$ cat src/rtl/cnn_pkg.sv
// Shared defaults and encodings for the CNN convolution datapath stages.
package cnn_pkg;

   localparam int CNN_WIDTH  = 480;
   localparam int CNN_HEIGHT = 272;
   localparam int CNN_DEPTH  = CNN_WIDTH * CNN_HEIGHT;
   localparam int CNN_ADDR_W = 17;
   localparam int CNN_DATA_W = 24;

   typedef enum logic [1:0] {
      WR_IDLE = 2'd0,
      WR_RUN  = 2'd1,
      WR_DONE = 2'd2
   } wr_state_t;

endpackage

$ cat src/rtl/cnn_sync_fifo.sv
// Small synchronous FIFO shared by CNN stages; head is read straight from storage
// so a word pushed this cycle is visible at rdata only from the next cycle.
module cnn_sync_fifo #(
   parameter int DATA_W     = 24,
   parameter int FIFO_DEPTH = 4
) (
   input  logic                            iClk,
   input  logic                            iRst,
   input  logic                            push,
   input  logic                            pop,
   input  logic [DATA_W-1:0]               wdata,
   output logic [DATA_W-1:0]               rdata,
   output logic                            full,
   output logic                            empty,
   output logic [$clog2(FIFO_DEPTH):0]     count
);

   localparam int PTR_W = $clog2(FIFO_DEPTH);
   localparam int CNT_W = PTR_W + 1;

   logic [DATA_W-1:0] mem_q [FIFO_DEPTH];
   logic [DATA_W-1:0] mem_d [FIFO_DEPTH];
   logic [PTR_W-1:0]  wr_ptr_q, wr_ptr_d;
   logic [PTR_W-1:0]  rd_ptr_q, rd_ptr_d;
   logic [CNT_W-1:0]  count_q, count_d;
   logic              pop_ok;

   always_comb begin
      pop_ok   = pop && (count_q != '0);
      mem_d    = mem_q;
      wr_ptr_d = wr_ptr_q;
      rd_ptr_d = rd_ptr_q;
      if (push) begin
         mem_d[wr_ptr_q] = wdata;
         wr_ptr_d        = wr_ptr_q + 1'b1;
      end
      if (pop_ok) rd_ptr_d = rd_ptr_q + 1'b1;
      count_d = count_q + CNT_W'(push) - CNT_W'(pop_ok);
   end

   always_ff @(posedge iClk or negedge iRst) begin
      if (!iRst) begin
         mem_q    <= '{default: '0};
         wr_ptr_q <= '0;
         rd_ptr_q <= '0;
         count_q  <= '0;
      end else begin
         mem_q    <= mem_d;
         wr_ptr_q <= wr_ptr_d;
         rd_ptr_q <= rd_ptr_d;
         count_q  <= count_d;
      end
   end

   assign rdata = mem_q[rd_ptr_q];
   assign full  = (count_q == CNT_W'(FIFO_DEPTH));
   assign empty = (count_q == '0);
   assign count = count_q;

endmodule

$ cat src/rtl/conv_result_writer.sv
// Write-back of convolution results into the output frame BRAM in raster order.
//   state   | meaning
//   WR_IDLE | waiting for enable; entering RUN clears the error flag
//   WR_RUN  | accepting results and writing them whenever the BRAM port is granted
//   WR_DONE | last pixel written; oFrameDone high for this single cycle
module conv_result_writer
   import cnn_pkg::*;
#(
   parameter int DATA_W     = CNN_DATA_W,
   parameter int ADDR_W     = CNN_ADDR_W,
   parameter int WIDTH      = CNN_WIDTH,
   parameter int HEIGHT     = CNN_HEIGHT,
   parameter int DEPTH      = CNN_DEPTH,
   parameter int BASE_ADDR  = 0,
   parameter int FIFO_DEPTH = 4
) (
   input  logic              iClk,
   input  logic              iRst,
   input  logic              iEn,
   input  logic              iValid,
   input  logic [DATA_W-1:0] iData,
   output logic              oBusy,
   input  logic              iGrant,
   output logic              oCs,
   output logic              oWe,
   output logic [ADDR_W-1:0] oAddr,
   output logic [DATA_W-1:0] oData,
   output logic              oFrameDone,
   output logic              oErr
);

   localparam int COL_W = $clog2(WIDTH);
   localparam int ROW_W = $clog2(HEIGHT);
   localparam int CNT_W = $clog2(FIFO_DEPTH) + 1;
   localparam logic [COL_W-1:0]  LAST_COL   = COL_W'(WIDTH - 1);
   localparam logic [ROW_W-1:0]  LAST_ROW   = ROW_W'(HEIGHT - 1);
   localparam logic [ADDR_W-1:0] FIRST_ADDR = ADDR_W'(BASE_ADDR);
   localparam logic [ADDR_W-1:0] LAST_ADDR  = ADDR_W'(BASE_ADDR + DEPTH - 1);
   localparam logic [CNT_W-1:0]  BUSY_LVL   = CNT_W'(FIFO_DEPTH - 1);

   wr_state_t         state_q, state_d;
   logic [COL_W-1:0]  col_q, col_d;
   logic [ROW_W-1:0]  row_q, row_d;
   logic [ADDR_W-1:0] addr_q, addr_d;
   logic              err_q, err_d;
   logic              done_q, done_d;
   logic              busy_q, busy_d;

   logic              push, wr, last_px, full, empty;
   logic [CNT_W-1:0]  count, cnt_nxt;
   logic [DATA_W-1:0] head;

   cnn_sync_fifo #(
      .DATA_W     (DATA_W),
      .FIFO_DEPTH (FIFO_DEPTH)
   ) u_fifo (
      .iClk  (iClk),
      .iRst  (iRst),
      .push  (push),
      .pop   (wr),
      .wdata (iData),
      .rdata (head),
      .full  (full),
      .empty (empty),
      .count (count)
   );

   always_comb begin
      wr      = iEn && (state_q == WR_RUN) && !empty && iGrant;
      push    = iEn && iValid && (state_q == WR_RUN) && (!full || wr);
      last_px = wr && (col_q == LAST_COL) && (row_q == LAST_ROW) && (addr_q == LAST_ADDR);
      state_d = state_q;
      col_d   = col_q;
      row_d   = row_q;
      addr_d  = addr_q;
      err_d   = err_q;
      done_d  = 1'b0;
      if (iEn) begin
         case (state_q)
            WR_IDLE: begin
               state_d = WR_RUN;
               err_d   = 1'b0;
            end
            WR_RUN:  if (last_px) state_d = WR_DONE;
            default: state_d = WR_IDLE;
         endcase
         if (wr) begin
            if (last_px) begin
               col_d  = '0;
               row_d  = '0;
               addr_d = FIRST_ADDR;
            end else if (col_q == LAST_COL) begin
               col_d  = '0;
               row_d  = row_q + 1'b1;
               addr_d = addr_q + 1'b1;
            end else begin
               col_d  = col_q + 1'b1;
               addr_d = addr_q + 1'b1;
            end
         end
         // A strobe that is not pushed was either dropped on a full FIFO or arrived outside RUN.
         if (iValid && !push) err_d = 1'b1;
         done_d = last_px;
      end
      cnt_nxt = count + CNT_W'(push) - CNT_W'(wr);
      busy_d  = (cnt_nxt >= BUSY_LVL) || (state_d != WR_RUN);
   end

   always_ff @(posedge iClk or negedge iRst) begin
      if (!iRst) begin
         state_q <= WR_IDLE;
         col_q   <= '0;
         row_q   <= '0;
         addr_q  <= FIRST_ADDR;
         err_q   <= 1'b0;
         done_q  <= 1'b0;
         busy_q  <= 1'b0;
      end else begin
         state_q <= state_d;
         col_q   <= col_d;
         row_q   <= row_d;
         addr_q  <= addr_d;
         err_q   <= err_d;
         done_q  <= done_d;
         busy_q  <= busy_d;
      end
   end

   assign oCs        = wr;
   assign oWe        = wr;
   assign oAddr      = addr_q;
   assign oData      = head;
   assign oBusy      = busy_q;
   assign oFrameDone = done_q;
   assign oErr       = err_q;

endmodule

$ cat config.mk
export PLATFORM = sky130hd
export DESIGN_NAME = conv_result_writer
export DESIGN_NICKNAME = d
export VERILOG_FILES = /design/src/rtl/cnn_pkg.sv /design/src/rtl/cnn_sync_fifo.sv /design/src/rtl/conv_result_writer.sv
export SDC_FILE = /design/constraint.sdc
export NUM_CORES = 1
export LEC_CHECK = 0
export ABC_CLOCK_PERIOD_IN_PS = 3350
export BUFFER_PORTS_ARGS = -buffer_cell sky130_fd_sc_hd__buf_2
export CAP_MARGIN = 20
export CELL_PAD_IN_SITES_DETAIL_PLACEMENT = 0
export CELL_PAD_IN_SITES_GLOBAL_PLACEMENT = 1
export CORE_ASPECT_RATIO = 0.9
export CORE_MARGIN = 1.5
export CORE_UTILIZATION = 25
export CTS_BUF_LIST = sky130_fd_sc_hd__clkbuf_4
export DETAILED_ROUTE_END_ITERATION = 8
export HOLD_SLACK_MARGIN = 0.05
export PLACE_DENSITY = 0.54
export SLEW_MARGIN = 20
export SYNTH_ARGS = -nofsm -noshare
export SYNTH_HDL_FRONTEND = slang
export SYNTH_HIERARCHICAL = 1
export SYNTH_SLANG_ARGS = --single-unit
$ cat constraint.sdc
create_clock -name iClk -period 3.35 [get_ports iClk]
set_input_delay 0.335 -clock iClk [delete_from_list [all_inputs] [get_ports iClk]]
set_output_delay 0.335 -clock iClk [all_outputs]
set_load 0.01 [all_outputs]
==> metrics.txt, run 1 <==
status=completed; Syn Inst Count=481; Psw=2.170 mW; Layout area overhead=20.23%; number of fill cells=2669; Critical R2R Launch=u_fifo/count[1]$_DFF_PN0_; HP Class=input port to flip-flop; setup ws final=0.4800 ns; Crit Path Category=flip-flop to flip-flop; RSZ-0062 raised after global routing=no; First DRT Iteration DRCs=194; ANT cells=0; area share of the largest cell type after synthesis=53.14%; pre-CTS WS=0.4960 ns; Worst R2R Path Depth=11; final setup vio count=0; Critical Path RT=3.80 ns; clk sinks=143; Reg clk slew, reported paths=0.13 ns; wire length of the first global-routing pass=25.69 mm; # rows=56; worst-case clock buffer depth=2; VDD IR-drop max=250.7 µV; chip height=158.7 µm; final hold vios=0; Top FF cell, synth=dfrtp_1; DRC viols=0; crit path time final=2.870 ns; Mean Syn Cell Area=14.00 µm²; Setup crit start=u_fifo/count[1]$_DFF_PN0_; TritonCTS Buffers=17; FF+latch count, synth=143; core area=26280 µm²; Mapped Nets=523; Post-synth EDFFs=0; period utilization=85.67%; pin count of the biggest net entering global routing=78; number of detailed-route iterations in the first pass=4; detailed placement HPWL=10.34 mm; Final Routed Wirelength=15.51 mm; gr usage total=11.87%; r2r setup slk=0.48 ns; mean routed wirelength per cell=16.26 µm; hold path depth=4; Initial Utilization=25.63%; Synth area leader=dfrtp_1; FF-to-FF End=oBusy$_DFF_PN0_; Sw Ratio=33.23%; asr flop ratio synth=100.0%; io pins=75; Int Pwr=4.360 mW; Synth top cells by count=dfrtp_1, mux2_2, xnor2_1; Final #Nets=635; Synth warnings=6; GP Congestion=0.7506; hold path start=iGrant; Yosys cell types=46; Setup crit end kind=flip-flop; Root Driver=clkbuf_4; Clk network pwr share=18.8%; Seq pwr share=44.5%; power per cell area=806.5 nW/µm²; CP max FO=13; WP data arrival=3.32 ns; worst-margin pin slew=0.7482 ns; Seq/Total Area, Yosys=53.14%; die width=176 µm; achievable frequency=348.4 MHz; CTS tree=built; share of cells above drive strength 1=40.10%; Max-Cap Viols=0; post-synth design cell area=6734 µm²; Setup crit start kind=flip-flop; Combinational Power Share=36.7%; Max Slew Vio Count=0; initial antenna violation count=0; H-Tree Level Count=4; largest cells by area after synthesis=dfrtp_1, mux2_2, mux4_2, xnor2_1, mux4_1; worst-skew pair later-pin latency=0.56 ns; Hold EP=oAddr[0]$_DFFE_PN0P_; Port Buf Inserts=74; antenna-violating nets left=0; setup TNS=0 ns; DR vias/cell=4.582; vias in the first global route=4710; skew final=0.01709 ns; via count=4371; total setup buffers inserted after CTS=0; count leader, synth=dfrtp_1; Die Area=27930 µm²; Leak Pwr=3.561 nW; GRT overflow=0; Worst slew margin=50.12%
## flip-flops by register name, summed over array words and instances (netlist names)
register,flops
u_fifo/mem_q,96
oAddr,17
col_q,9
row_q,9
u_fifo/count,3
state_q,2
u_fifo/rd_ptr_q,2
u_fifo/wr_ptr_q,2
oBusy,1
oErr,1
oFrameDone,1
## critical path, stage by stage, from the launching register on
cell	delay, ns
dfrtp_1	0.52
nor3_1	0.33
nand2b_1	0.17
buf_4	0.19
a21oi_1	0.10
and2_1	0.19
ha_1	0.21
fa_1	0.38
xnor2_1	0.18
xnor2_1	0.14
nand2_1	0.06
or3_1	0.30
## cell type report
type | instances | area (µm²) | share of cell area (%)
inverters | 12 | 45.04 | 0.5563
flip-flops and latches | 143 | 3580 | 44.21
repair buffers | 115 | 814.5 | 10.06
clock inverters | 14 | 178.9 | 2.210
well taps | 348 | 435.4 | 5.378
multi-input cells | 304 | 2908 | 35.91
clock buffers | 18 | 135.1 | 1.669
## worst max path at each step
stage	cells after the start	end	slack, ns
after floorplan	12	oBusy$_DFF_PN0_	0.49
after global placement	11	oBusy$_DFF_PN0_	0.58
after detailed placement	11	oBusy$_DFF_PN0_	0.50
after CTS	11	oBusy$_DFF_PN0_	0.45
after global routing	11	oBusy$_DFF_PN0_	0.23
final	11	oBusy$_DFF_PN0_	0.48
## cell usage in the layout, fill, tap and decap left out, types with 18 or more instances in the layout
| master | count |
|---|---|
| buf_2 | 73 |
| clkbuf_4 | 18 |
| dfrtp_1 | 142 |
| dlygate4sd3_1 | 27 |
| mux2_2 | 97 |
| mux4_2 | 18 |
| nand2_1 | 19 |
| o21ai_0 | 19 |
| xnor2_1 | 21 |
## routing by layer
metal,wire length (µm),GRT usage [%]
met4,230,4.274
met3,509,2.323
met2,7509,19.39
met5,0,0
met1,7262,15.54
## timing repair
item / 4_1_cts / 5_1_grt
resized for setup: 0 / 0
hold buffers: 27 / 0
endpoints found under the hold margin: 173 / 0
## cell families after synthesis
family                   after synthesis  synth area share (%)
flip-flops                           143                 53.14
multiplexers                         121                 24.58
AND/OR/NAND/NOR                      104                 9.272
AO/OA/AOI/OAI                         42                 3.568
buffers and inverters                 34                 3.679
XOR/XNOR                              24                 3.122
adder cells (fa/ha/maj)               13                 2.638
## metrics by stage
stage | cell area, µm² | util [%] | hold WS [ns] | instances | total power [mW]
2_1_floorplan | 6734 | - | 0.03941 | 481 | 4.565
3_3_place_gp | 7512 | 28.59 | 0.4026 | 895 | 5.249
3_5_place_dp | 7512 | 28.59 | 0.4233 | 895 | 5.377
4_1_cts | 8097 | 30.81 | 0.2407 | 954 | 6.663
5_1_grt | 8097 | 30.81 | 0.2738 | 954 | 7.019
6_report | 8097 | 30.81 | 0.2965 | 954 | 6.529
## power by group through the flow
stage               combinational, mW  sequential, mW  clock [mW]
floorplan                        1.84            2.72           0
global placement                 2.35            2.90           0
detailed placement               2.41            2.96           0
CTS                              2.45            2.92        1.29
global route                     2.63            3.02        1.37
finish                           2.39            2.91        1.23
Power figures use the tool's default switching activity.
==> inputs of run 2 (changes only) <==
--- a/config.mk
+++ b/config.mk
@@ -16,7 +16,7 @@
 export CTS_BUF_LIST = sky130_fd_sc_hd__clkbuf_4
 export DETAILED_ROUTE_END_ITERATION = 8
 export HOLD_SLACK_MARGIN = 0.05
-export PLACE_DENSITY = 0.54
+export PLACE_DENSITY = 0.49
 export SLEW_MARGIN = 20
 export SYNTH_ARGS = -nofsm -noshare
 export SYNTH_HDL_FRONTEND = slang
==> run 2 against run 1 <==
  * Sequential share of layout area up 0.14 points
  * Total power down 1.7%
  * Combinational power about the same
  * Wire length up 0.84%
  * Die area unchanged
  * Register-to-register slack better by 0.10 ns
  * Global-route usage down 0.15 points
  * Largest power group unchanged
  * Clock skew up 0.0036 ns
  * Hold slack worse by 0.0061 ns
  * Largest cell class unchanged
==> metrics.txt, run 2 (synthesis gave the netlist of run 1 again) <==
Final #Nets=635 (unchanged); crit path time final=2.765 ns (-0.1047 ns); core area=26280 µm² (unchanged); wire length of the first global-routing pass=25.31 mm (-1.5%); WP data arrival=3.20 ns (-0.12 ns); TritonCTS Buffers=17 (unchanged); DR vias/cell=4.525 (-1.2%); achievable frequency=361.6 MHz (+3.8%); Reg clk slew, reported paths=0.14 ns (about the same); post-CTS sizing=0 (unchanged); H-Tree Level Count=4 (unchanged); status=completed; Non-Filler Instances=956 (+0.21%); Crit Path Category=flip-flop to flip-flop; Leak Pwr=3.546 nW (-0.45%); Setup crit start kind=flip-flop; worst-margin pin slew=0.7106 ns (-0.03757 ns); worst-skew pair later-pin latency=0.56 ns (about the same); pin count of the biggest net entering global routing=70 (-10%); Largest Register=u_fifo/mem_q; max reg flops=96 (unchanged); number of detailed-route iterations in the first pass=4 (unchanged); CTS tree=built; pre-CTS WS=0.6131 ns (+0.1171 ns); power per cell area=795.1 nW/µm² (-1.4%); Root Driver=clkbuf_4; Max Slew Vio Count=0 (unchanged); setup ws final=0.5847 ns (+0.1047 ns); die width=176 µm (unchanged); vias in the first global route=4561 (-3.2%); antenna-violating nets left=0 (unchanged); detailed placement HPWL=10.31 mm (-0.31%); GRT overflow=0 (unchanged); CP max FO=8 (-5); share of cells above drive strength 1=40.26% (+0.17 points); via count=4326 (-1.0%); Layout area overhead=19.84%; Die Area=27930 µm² (unchanged); final setup vio count=0 (unchanged); Max-Cap Viols=0 (unchanged); Setup crit end kind=flip-flop; Final Routed Wirelength=15.64 mm (+0.84%); number of fill cells=2706 (+1.4%); skew final=0.02068 ns (+0.003592 ns); First DRT Iteration DRCs=165 (-15%); final hold vios=0 (unchanged); initial antenna violation count=2 (+2); placed cell count=895 (unchanged); setup TNS=0 ns (unchanged); RSZ-0062 raised after global routing=no; mean routed wirelength per cell=16.36 µm (+0.63%); Initial Utilization=25.63% (unchanged); period utilization=82.55% (-3.1 points); # rows=56 (unchanged); HP Class=input port to flip-flop; GP Congestion=0.7803 (+4.0%); chip height=158.7 µm (unchanged); Critical Path RT=3.78 ns (-0.02 ns); worst-case clock buffer depth=2 (unchanged); gr usage total=11.72% (-0.15 points); clk sinks=143 (unchanged); most common cell after layout, fill and taps aside=dfrtp_1; VDD IR-drop max=231.9 µV (-7.5%); Worst slew margin=52.63% (+2.5 points); Port Buf Inserts=74 (unchanged); io pins=75 (unchanged); most frequent cells in the layout=dfrtp_1, mux2_2, buf_2; DRC viols=0 (unchanged)
-- run 2: changes by cell type in the layout (fill, tap and decap cells not counted), sizes merged --
cell | before | now
inv | 17 | 21
clkinvlp | 2 | 3
bufinv | 3 | 1
clkinv | 4 | 1
diode | 0 | 2
-- run 2: layout make-up --
| cell class | count | area [µm²] | area share (%) |
|---|---|---|---|
| clock buffers | 18 | 135.1 | 1.674 |
| multi-input cells | 304 | 2908 | 36.03 |
| flip-flops and latches | 143 | 3580 | 44.36 |
| inverters | 12 | 45.04 | 0.5581 |
| repair buffers | 115 | 814.5 | 10.09 |
| clock inverters | 14 | 147.6 | 1.829 |
| well taps | 348 | 435.4 | 5.395 |
| diodes | 2 | 5.005 | 0.06202 |
-- run 2: power breakdown --
group / internal [mW] / switching (mW)
Sequential: 2.41 / 0.476
Clock: 0.406 / 0.728
Combinational: 1.41 / 0.985
-- run 2: worst max-delay path: stages, from the launching register on --
cell      delay (ns)
dfrtp_1         0.52
nor3_1          0.31
nand2b_1        0.19
nor2_1          0.08
ha_1            0.28
inv_1           0.03
ha_1            0.18
fa_1            0.37
xnor2_1         0.18
xnor2_1         0.14
nand2_1         0.05
or3_1           0.30
-- run 2: metrics by stage --
stage	utilization, %	hold WS [ns]	power [mW]	area [µm²]
floorplan	-	0.03941	4.565	6734
global route	30.70	0.3116	6.880	8068
detailed placement	28.59	0.3957	5.374	7512
CTS	30.70	0.2276	6.559	8065
finish	30.71	0.2904	6.417	8070
global placement	28.59	0.3857	5.256	7512
-- run 2: final timing paths --
kind,startpoint,to,slack [ns],depth (start not counted)
setup / recovery,u_fifo/count[1]$_DFF_PN0_,oBusy$_DFF_PN0_,0.58,11
hold / removal,iGrant,oErr$_DFFE_PN0P_,0.29,4
setup reg to reg,u_fifo/count[1]$_DFF_PN0_,oBusy$_DFF_PN0_,0.58,11
hold reg to reg,u_fifo/rd_ptr_q[1]$_DFFE_PN0P_,u_fifo/rd_ptr_q[1]$_DFFE_PN0P_,0.48,1
max in group asynchronous,iRst,oAddr[9]$_DFFE_PN0P_,2.20,3
min in group asynchronous,iRst,u_fifo/mem_q[92]$_DFFE_PN0P_,0.32,2
-- run 2: metal layers --
layer / routed length (µm) / GRT usage, %
met5: 0 / 0
met4: 214 / 3.846
met3: 586 / 2.538
met2: 7558 / 19.21
met1: 7281 / 15.28
-- run 2: repair_timing --
item | in CTS | in global routing
endpoints found under the hold margin | 165 | 0
hold buffers | 27 | 0
setup buffers | 0 | 0
==> inputs of run 3 (changes only) <==
--- a/config.mk
+++ b/config.mk
@@ -5,7 +5,7 @@
 export SDC_FILE = /design/constraint.sdc
 export NUM_CORES = 1
 export LEC_CHECK = 0
-export ABC_CLOCK_PERIOD_IN_PS = 3350
+export ABC_CLOCK_PERIOD_IN_PS = 2900
 export BUFFER_PORTS_ARGS = -buffer_cell sky130_fd_sc_hd__buf_2
 export CAP_MARGIN = 20
 export CELL_PAD_IN_SITES_DETAIL_PLACEMENT = 0
==> constraint.sdc (replaced) <==
create_clock -name iClk -period 2.9 [get_ports iClk]
set_input_delay 0.29 -clock iClk [delete_from_list [all_inputs] [get_ports iClk]]
set_output_delay 0.29 -clock iClk [all_outputs]
set_load 0.01 [all_outputs]
==> run 3 against run 2 <==
  * Hold slack better by 0.015 ns
  * Cell count up 0.42%
  * Cell area up 1.1%
  * Wire length down 2.2%
  * Setup slack worse by 0.38 ns
  * Clock-buffer cell count down 1
  * Via count down 0.51%
  * Total power up 17%
  * Clock skew up 0.0081 ns
  * Largest cell class unchanged
  * Critical path depth unchanged
  * Critical path type unchanged
==> metrics.txt, run 3 (synthesis gave the netlist of run 1 again) <==
clk sinks=143 (unchanged); GRT overflow=0 (unchanged); skew final=0.02873 ns (+0.008053 ns); CP max FO=6 (-2); worst-margin pin slew=0.7328 ns (+0.02218 ns); final hold vios=0 (unchanged); # rows=56 (unchanged); Final #Nets=641 (+0.94%); Largest Register=u_fifo/mem_q; Die Area=27930 µm² (unchanged); Setup crit end kind=flip-flop; most common cell after layout, fill and taps aside=dfrtp_1; chip height=158.7 µm (unchanged); Final Routed Wirelength=15.29 mm (-2.2%); crit path time final=2.699 ns (-0.06617 ns); power per cell area=919.5 nW/µm² (+16%); Pwr Total=7.502 mW (+17%); hold_ws=0.3051 ns (+0.01466 ns); via count=4304 (-0.51%); worst-case clock buffer depth=2 (unchanged); wire length of the first global-routing pass=25.27 mm (-0.17%); most frequent cells in the layout=dfrtp_1, mux2_2, buf_2; period utilization=93.07% (+11 points); number of detailed-route iterations in the first pass=4 (unchanged); DRC viols=0 (unchanged); First DRT Iteration DRCs=145 (-12%); utilization after layout=31.05% (+0.34 points); Crit Path Category=flip-flop to flip-flop; Root Driver=clkbuf_4; Setup crit start kind=flip-flop; final setup vio count=0 (unchanged); Leak Pwr=3.590 nW (+1.2%); GP Congestion=0.7889 (+1.1%); detailed placement HPWL=10.40 mm (+0.94%); Max Slew Vio Count=0 (unchanged); vias in the first global route=4655 (+2.1%); CTS tree=built; die width=176 µm (unchanged); Reg clk slew, reported paths=0.12 ns (-0.02 ns); mean routed wirelength per cell=15.93 µm (-2.6%); antenna-violating nets left=0 (unchanged); placed cell count=900 (+0.56%); total setup buffers inserted after CTS=0 (unchanged); Non-Filler Instances=960 (+0.42%); ANT cells=0 (-2); Critical Path RT=3.31 ns (-0.47 ns); DR vias/cell=4.483 (-0.92%); Max-Cap Viols=0 (unchanged); share of cells above drive strength 1=40.69% (+0.42 points); io pins=75 (unchanged); initial antenna violation count=0 (-2); Layout area overhead=21.16%; TritonCTS Buffers=17 (unchanged); WP data arrival=3.11 ns (-0.09 ns); HP Class=input port to flip-flop; core area=26280 µm² (unchanged); worst-skew pair later-pin latency=0.55 ns (about the same); Finished Cell Area=8159 µm² (+1.1%); Initial Utilization=25.63% (unchanged); pin count of the biggest net entering global routing=79 (+13%); status=completed; max reg flops=96 (unchanged); gr usage total=11.60% (-0.12 points); achievable frequency=370.5 MHz (+2.5%); H-Tree Level Count=4 (unchanged); Port Buf Inserts=74 (unchanged); Post-DP Area=7575 µm² (+0.83%); VDD IR-drop max=350.5 µV (+51%); Worst slew margin=51.15% (-1.5 points)
==> run 3: layout make-up <==
class | instances | area, µm²
fill | 2677 | 18120
sequential | 143 | 3580
multi-input combinational | 304 | 2913
timing repair buffer | 121 | 887.1
tap | 348 | 435.4
clock inverter | 15 | 171.4
clock buffer | 17 | 127.6
inverter | 12 | 45.04
==> run 3: metal layers <==
layer,GRT usage [%],part of all wire (%),vias up
met3,2.969,4.1,8
met2,19.17,48,88
met1,14.99,47,2190
met4,3.030,0.88,0
met5,0,0,-
li1,-,-,2018
==> run 3: stage by stage <==
step	TNS, ns	setup slack [ns]
global route	-0.0004112	-0.0004112
global placement	0	0.2793
CTS	0	0.1252
floorplan	0	0.03665
finish	0	0.2009
detailed placement	0	0.1697
==> run 3: report_power, final <==
part / internal, mW / switching (mW)
clock: 0.539 / 0.815
combinational: 1.69 / 1.22
sequential: 2.78 / 0.458
==> run 3: worst paths after layout <==
path | startpoint | end | slack, ns | cells past startpoint
worst min register to register | u_fifo/mem_q[33]$_DFFE_PN0P_ | u_fifo/mem_q[33]$_DFFE_PN0P_ | 0.51 | 1
max in group asynchronous | iRst | u_fifo/rd_ptr_q[0]$_DFFE_PN0P_ | 1.75 | 3
worst max register to register | u_fifo/count[0]$_DFF_PN0_ | oBusy$_DFF_PN0_ | 0.20 | 11
worst max-delay path | u_fifo/count[0]$_DFF_PN0_ | oBusy$_DFF_PN0_ | 0.20 | 11
min in group asynchronous | iRst | u_fifo/mem_q[21]$_DFFE_PN0P_ | 0.33 | 2
worst min-delay path | iGrant | oAddr[0]$_DFFE_PN0P_ | 0.31 | 4
==> run 3: critical path: stages, from the launching register on <==
cell,delay (ns)
dfrtp_1,0.47
nor3_2,0.30
nand2b_1,0.19
nor2_1,0.07
ha_1,0.28
inv_1,0.04
ha_1,0.18
fa_1,0.38
xnor2_1,0.19
xnor2_1,0.14
nand2_1,0.05
or3_1,0.31
==> run 3: timing repair <==
item / CTS / global route
hold buffers: 28 / 0
resized for setup: 0 / 1
endpoints found under the setup margin: 0 / 2
endpoints found under the hold margin: 174 / 0
